### src/rtl/control_fsm.sv
// Multicycle control sequencer: FETCH -> DECODE -> EXEC -> WB/BRANCH, with halt,
// illegal-opcode and retired-instruction status.
module control_fsm #(
    parameter int unsigned CNT_W   = 16,
    parameter logic [5:0]  HALT_OP = 6'b111111
) (
    input  logic             clk,
    input  logic             rst_n,
    input  logic [5:0]       opcode,
    input  logic             zf,
    output logic             pc_en,
    output logic             br,
    output logic             regdst,
    output logic             enable,
    output logic             alusrc,
    output logic [2:0]       aluop,
    output logic [2:0]       state,
    output logic             halted,
    output logic             illegal,
    output logic [CNT_W-1:0] retired
);

    typedef enum logic [2:0] {
        StFetch  = 3'd0,
        StDecode = 3'd1,
        StExec   = 3'd2,
        StWb     = 3'd3,
        StBranch = 3'd4,
        StHalt   = 3'd5
    } state_e;

    localparam logic [5:0] OpRtype = 6'b000000;
    localparam logic [5:0] OpAddi  = 6'b001000;
    localparam logic [5:0] OpAndi  = 6'b001100;
    localparam logic [5:0] OpOri   = 6'b001101;
    localparam logic [5:0] OpSlti  = 6'b001010;
    localparam logic [5:0] OpBeq   = 6'b000100;

    localparam logic [CNT_W-1:0] CntOne = {{(CNT_W-1){1'b0}}, 1'b1};

    state_e           state_q, state_d;
    logic [5:0]       ir_op_q;
    logic             halted_q, illegal_q;
    logic [CNT_W-1:0] retired_q;
    // Holds FETCH for one edge after reset release so sequencing restarts cleanly.
    logic             started_q;

    logic       cls_legal, cls_beq, cls_regdst, cls_alusrc, is_halt;
    logic [2:0] cls_aluop;
    logic       unused_zf;

    assign unused_zf = zf;
    assign is_halt   = (ir_op_q == HALT_OP);

    always_comb begin
        cls_legal  = 1'b1;
        cls_beq    = 1'b0;
        cls_aluop  = 3'b000;
        cls_regdst = 1'b0;
        cls_alusrc = 1'b0;
        case (ir_op_q)
            OpRtype: begin
                cls_aluop  = 3'b010;
                cls_regdst = 1'b1;
            end
            OpAddi: cls_alusrc = 1'b1;
            OpAndi: begin
                cls_aluop  = 3'b011;
                cls_alusrc = 1'b1;
            end
            OpOri: begin
                cls_aluop  = 3'b100;
                cls_alusrc = 1'b1;
            end
            OpSlti: begin
                cls_aluop  = 3'b101;
                cls_alusrc = 1'b1;
            end
            OpBeq: begin
                cls_aluop = 3'b001;
                cls_beq   = 1'b1;
            end
            default: cls_legal = 1'b0;
        endcase
    end

    always_comb begin
        state_d = state_q;
        pc_en   = 1'b0;
        br      = 1'b0;
        enable  = 1'b0;
        aluop   = 3'b000;
        regdst  = 1'b0;
        alusrc  = 1'b0;
        case (state_q)
            StFetch: begin
                if (started_q) state_d = StDecode;
            end
            StDecode: begin
                aluop  = cls_aluop;
                regdst = cls_regdst;
                alusrc = cls_alusrc;
                if (cls_legal) begin
                    state_d = StExec;
                end else if (is_halt) begin
                    state_d = StHalt;
                end else begin
                    pc_en   = 1'b1;
                    state_d = StFetch;
                end
            end
            StExec: begin
                aluop   = cls_aluop;
                regdst  = cls_regdst;
                alusrc  = cls_alusrc;
                state_d = cls_beq ? StBranch : StWb;
            end
            StWb: begin
                aluop   = cls_aluop;
                regdst  = cls_regdst;
                alusrc  = cls_alusrc;
                enable  = 1'b1;
                pc_en   = 1'b1;
                state_d = StFetch;
            end
            StBranch: begin
                aluop   = cls_aluop;
                regdst  = cls_regdst;
                alusrc  = cls_alusrc;
                br      = 1'b1;
                pc_en   = 1'b1;
                state_d = StFetch;
            end
            StHalt:  state_d = StHalt;
            default: state_d = StFetch;
        endcase
    end

    always_ff @(posedge clk or negedge rst_n) begin
        if (!rst_n) begin
            state_q   <= StFetch;
            ir_op_q   <= 6'd0;
            halted_q  <= 1'b0;
            illegal_q <= 1'b0;
            retired_q <= '0;
            started_q <= 1'b0;
        end else begin
            started_q <= 1'b1;
            state_q   <= state_d;
            if (state_q == StFetch && started_q) ir_op_q <= opcode;
            if (state_q == StDecode && !cls_legal) begin
                if (is_halt) halted_q <= 1'b1;
                else illegal_q <= 1'b1;
            end
            if ((state_q == StWb || state_q == StBranch) && retired_q != '1) begin
                retired_q <= retired_q + CntOne;
            end
        end
    end

    assign state   = state_q;
    assign halted  = halted_q;
    assign illegal = illegal_q;
    assign retired = retired_q;

endmodule

### config.mk
export PLATFORM = sky130hd
export DESIGN_NAME = control_fsm
export DESIGN_NICKNAME = d
export VERILOG_FILES = /design/src/rtl/control_fsm.sv
export SDC_FILE = /design/constraint.sdc
export NUM_CORES = 1
export LEC_CHECK = 0
export CAP_MARGIN = 25
export CORE_MARGIN = 3
export CORE_UTILIZATION = 40
export DETAILED_ROUTE_END_ITERATION = 8
export MAX_ROUTING_LAYER = met4
export PLACE_DENSITY = 0.78
export SYNTH_ARGS = -nofsm -noshare
export SYNTH_HDL_FRONTEND = slang
export SYNTH_SLANG_ARGS = --single-unit
### constraint.sdc
create_clock -name clk -period 3.22 [get_ports clk]
set_clock_uncertainty 0.2 [all_clocks]
set_input_delay 0.483 -clock clk [delete_from_list [all_inputs] [get_ports clk]]
set_output_delay 0.483 -clock clk [all_outputs]
set_load 0.02 [all_outputs]
==> results of run 1 <==
[worst min path at each step]
stage / cells after the start / slack, ns / endpoint / startpoint
finish: 1 / 0.27 / illegal / illegal
global route: 1 / 0.31 / illegal / illegal
CTS: 1 / 0.28 / illegal / illegal
detailed placement: 1 / 0.26 / illegal / illegal
floorplan: 0 / -0.01 / halted / rst_n
global placement: 1 / 0.25 / halted / halted
[critical path, stage by stage, from the launching register on]
cell             delay [ns]
dfrtp_1                0.45
nor2b_1                0.29
and2_1                 0.19
o21ai_0                0.15
a311o_1                0.35
clkdlybuf4s50_1        0.55
[cell type report]
class / count / share of cell area
Multi-Input combinational cell: 105 / 0.392
Sequential cell: 28 / 0.364
Timing Repair Buffer: 37 / 0.191
Tap cell: 46 / 0.0299
Clock buffer: 3 / 0.0214
Inverter: 1 / 0.00195
[registers in the layout, summed over array words and instances, names as in the netlist]
register,count
halted,1
illegal,1
ir_op_q,6
retired,16
started_q,1
state,3
[per-layer routing]
layer / wire (microns) / track usage / vias to the layer above
met4: 4 / 0.0228 / 0
li1: - / - / 575
met3: 189 / 0.0287 / 2
met2: 1530 / 0.285 / 33
met5: 0 / - / -
met1: 1480 / 0.189 / 604
[Yosys cell counts, drive strengths merged (2+ instances only)]
| master | number | area (sq um) |
|---|---|---|
| xnor2 | 3 | 26.3 |
| nand2 | 7 | 26.3 |
| and2 | 2 | 12.5 |
| nand4 | 6 | 37.5 |
| o21ai | 3 | 15.0 |
| nor3b | 2 | 26.3 |
| nor2b | 5 | 31.3 |
| nand3 | 7 | 35.0 |
| and3 | 3 | 18.8 |
| o211ai | 3 | 27.5 |
| nand2b | 2 | 12.5 |
| mux2 | 8 | 93.8 |
| nor4 | 6 | 52.6 |
| mux2i | 3 | 30.0 |
| buf | 4 | 25.0 |
| xor2 | 12 | 105 |
| a21oi | 4 | 20.0 |
| dfrtp | 28 | 701 |
| nor2 | 9 | 36.3 |
| nand3b | 2 | 15.0 |
| nor3 | 8 | 40.0 |
[metrics by stage]
| step | instance area (sq um) | cells | setup WS, ns |
|---|---|---|---|
| 4_1_cts | 1930 | 220 | 0.270 |
| 6_report | 1930 | 220 | 0.292 |
| 2_1_floorplan | 1490 | 139 | 0.858 |
| 3_3_place_gp | 1890 | 217 | 0.624 |
| 5_1_grt | 1930 | 220 | 0.144 |
| 3_5_place_dp | 1890 | 217 | 0.575 |
[power by group through the flow]
stage	clock [mW]	combinational, mW	sequential, mW
floorplan	0	0.339	0.545
global placement	0	0.483	0.558
detailed placement	0	0.502	0.570
CTS	0.188	0.505	0.563
global route	0.201	0.542	0.582
finish	0.178	0.498	0.566
[kinds of logic (layout without fill, tap and decap cells)]
logic type / Yosys count / count (layout) / synth area share
simple gates: 62 / 62 / 0.253
flops: 28 / 28 / 0.471
compound gates: 15 / 15 / 0.0723
xor+xnor: 15 / 15 / 0.0882
mux: 11 / 11 / 0.0832
buf+inv: 6 / 41 / 0.0218
fa+ha+maj: 1 / 1 / 0.00840
other cells: 1 / 1 / 0.00252
==> summary.txt, run 1 <==
Status
  – Outcome: complete, no violations

Power
  – Lkg Pwr: 0.837 nW
  – Maximum VDD drop: 0.343 mV
  – Switching power: 0.474 mW
  – Internal power: roughly 0.77 mW
  – Switch share: 0.382
  – Clock Power Share: 0.143
  – Power Total: ~1.2 mW
  – Pwr dens: 645 mW/mm^2
  – Logic pwr share: 0.401
  – Sequential power share: 0.456

CTS
  – Post-cts sizing count: 0
  – Clock Path Buffers: 2
  – CTS Sinks: 28
  – H-tree levels: 1
  – Reg clk slew, reported paths: around 0.08 ns
  – Hold Buf Count CTS: 0
  – TritonCTS Buffers: 3
  – Clock root buffer master: clkbuf_8
  – CTS tree: done
  – Worst-Skew Late Latency: between 0.2 and 0.3 ns
  – # Post-CTS Setup Buffers: 0

Logic synthesis
  – Area of the mapped netlist: roughly 0.0015 sq mm
  – Syn Area/Cell: between 10 and 15 sq um
  – Cells after Synth: about 140
  – Async SR Flop Fraction: 1.00
  – Post-synth EDFFs: 0
  – Syn nets: around 150
  – FF+latch count, synth: 28
  – Sequential fraction of the synthesis area: 0.471
  – Top_reg_cell synth: dfrtp_1
  – Synth unique cells: 40
  – Syn. warnings: 0

Final layout
  – Final antenna diode count: 0
  – Post-Route Utilization: 0.556
  – # nets final: between 150 and 200
  – Ratio of cells with drive above 1 in the final layout: 0.0977
  – Leading cell types in the layout, fill and taps excluded: 36 x clkdlybuf4s50_1, 28 x dfrtp_1, 12 x xor2_1, 8 x nor2_1, 8 x nor3_1
  – Commonest non-fill, non-tap cell in the layout: clkdlybuf4s50_1
  – Number of fill cells: approximately 320
  – Register area: roughly 700 sq um
  – Area occupied by multi-input gates: about 760 sq um
  – P&R area growth vs syn: 29.4%

Worst setup path
  – Worst setup endpoint: pc_en
  – Setup CP Type: flip-flop to output port
  – R2r startpoint: state[2]
  – R2R setup slack: between 1 and 1.5 ns
  – CP required: around 2.5 ns
  – Reg2Reg Depth: 4
  – Worst-path fanout max: 7
  – Crit. Startpoint: ir_op_q[2]
  – Worst reg2reg endpoint: retired[14]
  – Crit path capture type: output port
  – CP Launch Type: flip-flop
  – Worst Path Arrival: 2.24 ns

Drt
  – Via-to-Cell Ratio: around 5.5
  – Antenna Nets Post-Route: 0
  – First DRT Iteration DRCs: just under 80
  – Drt pass-1 iters: 4
  – WL final: around 3200 microns
  – Wirelength per Cell: between 10 and 15 microns
  – Routed vias: 1,214
  – # DRC: 0

Timing
  – Final Critical Period: a little under 3 ns
  – Unrepaired setup endpoints after global routing: no
  – Part of the cycle the worst path needs: 0.909
  – Worst-margin pin slew: roughly 0.67 ns
  – Max Slew Vio Count: 0
  – Rel. slew slack: 0.555
  – Setup Total Neg Slack: 0 ns
  – FMAX: between 300 and 400 MHz
  – Final setup fails: 0
  – Final Hold Violating Endpoints: 0
  – WHS: about 0.27 ns

Die
  – Row cnt: 21
  – Starting Density: 0.429
  – Ports: 38
  – Die area: 0.00449 sq mm
  – Die H: around 67 microns
  – Core Area: 0.00347 sq mm
  – DIE WIDTH: roughly 67 microns

GRT
  – Vias in the first global route: roughly 1,200
  – First-pass GRT wire length: around 5400 microns
  – Initial antenna violation count: 0
  – Tot GR Track Use: 0.159
  – Largest net degree at the start of global routing: 29
  – Gr ovfl total: 0

Place
  – HPWL Detailed: about 2400 microns
  – RD Place Congestion: slightly below 0.8
  – PortBufs: 36

Run
  – Max-capacitance violation count: 0

Worst hold path
  – Hold crit path type: flip-flop to flip-flop
(Power assumes the default switching activity.)
==> run 2: changes to the inputs <==
--- a/config.mk
+++ b/config.mk
@@ -9,4 +9,5 @@
 export CORE_MARGIN = 3
 export CORE_UTILIZATION = 40
+export CTS_CLUSTER_DIAMETER = 150
 export DETAILED_ROUTE_END_ITERATION = 8
 export MAX_ROUTING_LAYER = met4
--- a/constraint.sdc
+++ b/constraint.sdc
@@ -3,3 +3,3 @@
 set_input_delay 0.483 -clock clk [delete_from_list [all_inputs] [get_ports clk]]
 set_output_delay 0.483 -clock clk [all_outputs]
-set_load 0.02 [all_outputs]
+set_load 0.005 [all_outputs]
==> summary.txt, run 2 (synthesis gave the netlist of run 1 again) <==
Timing
  – Worst-margin pin slew: 0.633 ns (was 0.665 ns)
  – Rel. slew slack: 0.577 (was 0.555)
  – Final Critical Period: 2.81 ns (was 2.93 ns)
  – Unrepaired setup endpoints after global routing: no (unchanged)
  – Setup Total Neg Slack: 0 ns (unchanged)
  – Part of the cycle the worst path needs: 0.871 (was 0.909)
  – Final Hold Violating Endpoints: 0 (unchanged)
  – Final setup fails: 0 (unchanged)
  – FMAX: 356 MHz (was 342 MHz)
  – Max Slew Vio Count: 0 (unchanged)
  – Final worst setup slack: 0.414 ns (was 0.292 ns)

Place
  – PortBufs: 36 (unchanged)
  – Post-Place Worst Slack: 0.688 ns (was 0.575 ns)
  – RD Place Congestion: 0.783 (was 0.781)
  – HPWL Detailed: 2310 microns (was 2390 microns)
  – Placed cell areas: 0.00189 sq mm (unchanged)

Worst hold path
  – Hold crit path type: flip-flop to flip-flop (unchanged)
  – Hold_sp: illegal (unchanged)
  – Hold depth: 1 (unchanged)
  – WHS Endpoint: illegal (unchanged)

Power
  – Power Total: 1.17 mW (was 1.24 mW)
  – Clock Power Share: 0.154 (was 0.143)
  – Logic pwr share: 0.366 (was 0.401)
  – Switching power: 0.399 mW (was 0.474 mW)
  – Sequential power share: 0.479 (was 0.456)
  – Internal power: 0.767 mW (was 0.769 mW)
  – Pwr dens: 605 mW/mm^2 (was 645 mW/mm^2)
  – Lkg Pwr: 0.837 nW (unchanged)
  – Switch share: 0.342 (was 0.382)
  – Maximum VDD drop: 0.311 mV (was 0.343 mV)

Worst setup path
  – Crit path capture type: output port (unchanged)
  – Reg2Reg Depth: 4 (unchanged)
  – Crit path cell chain: nor2b_1 > and2_1 > o21ai_0 > a311o_1 > clkdlybuf4s50_1 (unchanged)
  – CP Launch Type: flip-flop (unchanged)
  – Worst Path Arrival: 2.12 ns (was 2.24 ns)
  – Worst-path fanout max: 7 (unchanged)
  – R2r startpoint: state[2] (unchanged)
  – Slowest library cell on the worst path: clkdlybuf4s50_1 (unchanged)
  – R2R setup slack: 1.24 ns (was 1.21 ns)
  – Worst reg2reg endpoint: retired[14] (unchanged)
  – Longest individual stage delay on the worst path: 0.46 ns (was 0.55 ns)
  – Setup CP Type: flip-flop to output port (unchanged)
  – CP required: 2.54 ns (about the same)

Final layout
  – Number of fill cells: 334 (was 319)
  – Flip-flop count of the largest register after layout: 16 (unchanged)
  – Commonest non-fill, non-tap cell in the layout: clkdlybuf4s50_1 (unchanged)
  – # nets final: 186 (unchanged)
  – Final antenna diode count: 0 (unchanged)
  – P&R area growth vs syn: 29.4% (unchanged)
  – Ratio of cells with drive above 1 in the final layout: 0.0977 (unchanged)
  – Final instance area: 0.00193 sq mm (unchanged)
  – Leading cell types in the layout, fill and taps excluded: 36 x clkdlybuf4s50_1, 28 x dfrtp_1, 12 x xor2_1, 8 x nor2_1, 8 x nor3_1 (unchanged)

CTS
  – CTS tree: done (unchanged)
  – TritonCTS Buffers: 3 (unchanged)
  – Worst-Skew Late Latency: 0.26 ns (about the same)
  – CTS Sinks: 28 (unchanged)
  – Post-cts sizing count: 0 (unchanged)
  – Hold Buf Count CTS: 0 (unchanged)
  – Clock Path Buffers: 2 (unchanged)
  – Reg clk slew, reported paths: 0.09 ns (was 0.08 ns)
  – Clock root buffer master: clkbuf_8 (unchanged)
  – H-tree levels: 1 (unchanged)
  – # Post-CTS Setup Buffers: 0 (unchanged)

GRT
  – First-pass GRT wire length: 5420 microns (about the same)
  – Initial antenna violation count: 0 (unchanged)
  – Tot GR Track Use: 0.158 (was 0.159)
  – Met3 global-route usage: 0.0253 (was 0.0287)
  – Largest net degree at the start of global routing: 29 (unchanged)
  – M2 GR Usage: 0.254 (was 0.285)
  – Gr ovfl total: 0 (unchanged)
  – Met1 Resource Use GR: 0.212 (was 0.189)
  – Vias in the first global route: 1,197 (was 1,208)
  – GR peak layer: met2 (unchanged)

Die
  – DIE WIDTH: 67.0 microns (unchanged)
  – Die area: 0.00449 sq mm (unchanged)
  – Row cnt: 21 (unchanged)
  – Starting Density: 0.429 (unchanged)
  – Core Area: 0.00347 sq mm (unchanged)
  – Ports: 38 (unchanged)
  – Die H: 67.0 microns (unchanged)

Drt
  – Drt pass-1 iters: 4 (unchanged)
  – # DRC: 0 (unchanged)
  – WL final: 3070 microns (was 3200 microns)
  – Antenna Nets Post-Route: 0 (unchanged)
  – Via-to-Cell Ratio: 5.31 (was 5.52)
  – Routed vias: 1,169 (was 1,214)
  – First DRT Iteration DRCs: 99 (was 78)
  – Wirelength per Cell: 13.9 microns (was 14.5 microns)

Status
  – Outcome: complete, no violations (unchanged)

Run
  – Max-capacitance violation count: 0 (unchanged)
==> run 2: area by class of cell <==
cell class              instances  area (sq um)  share of cell area
clock buffers                   3          41.3              0.0214
inverters                       1          3.75             0.00195
multi-input cells             105           756               0.392
flip-flops and latches         28           701               0.364
well taps                      46          57.6              0.0299
repair buffers                 37           368               0.191
==> run 2: worst max-delay path by stage <==
| stage | endpoint | slack [ns] | from |
|---|---|---|---|
| 2_1_floorplan | pc_en | 1.29 | ir_op_q[3] |
| 3_3_place_gp | pc_en | 0.73 | ir_op_q[2] |
| 3_5_place_dp | pc_en | 0.69 | ir_op_q[2] |
| 4_1_cts | pc_en | 0.39 | ir_op_q[2] |
| 5_1_grt | pc_en | 0.26 | ir_op_q[2] |
| 6_report | pc_en | 0.41 | ir_op_q[2] |
==> run 2: critical path: cells and delay by family, from the launching register on <==
kind / cells / cell delay [ns]
flops: 1 / 0.45
buf+inv: 1 / 0.46
simple gates: 2 / 0.45
compound gates: 2 / 0.50
==> run 2: per-stage QoR <==
stage / hold slack (ns) / util / instances
2_1_floorplan: -0.0126 / - / 139
3_3_place_gp: 0.251 / 0.544 / 217
3_5_place_dp: 0.259 / 0.544 / 217
4_1_cts: 0.280 / 0.556 / 220
5_1_grt: 0.314 / 0.556 / 220
6_report: 0.274 / 0.556 / 220
==> run 2: power groups by stage <==
stage | sequential (mW) | combinational, mW | clock (mW)
2_1_floorplan | 0.503 | 0.316 | 0
3_3_place_gp | 0.558 | 0.417 | 0
3_5_place_dp | 0.567 | 0.429 | 0
4_1_cts | 0.560 | 0.433 | 0.189
5_1_grt | 0.581 | 0.470 | 0.205
6_report | 0.559 | 0.427 | 0.180
==> run 2: metal layers <==
| layer | part of all wire | up-vias |
|---|---|---|
| met5 | 0 | - |
| met4 | 0.0029 | 0 |
| met3 | 0.049 | 2 |
| met2 | 0.47 | 35 |
| met1 | 0.47 | 560 |
| li1 | - | 572 |
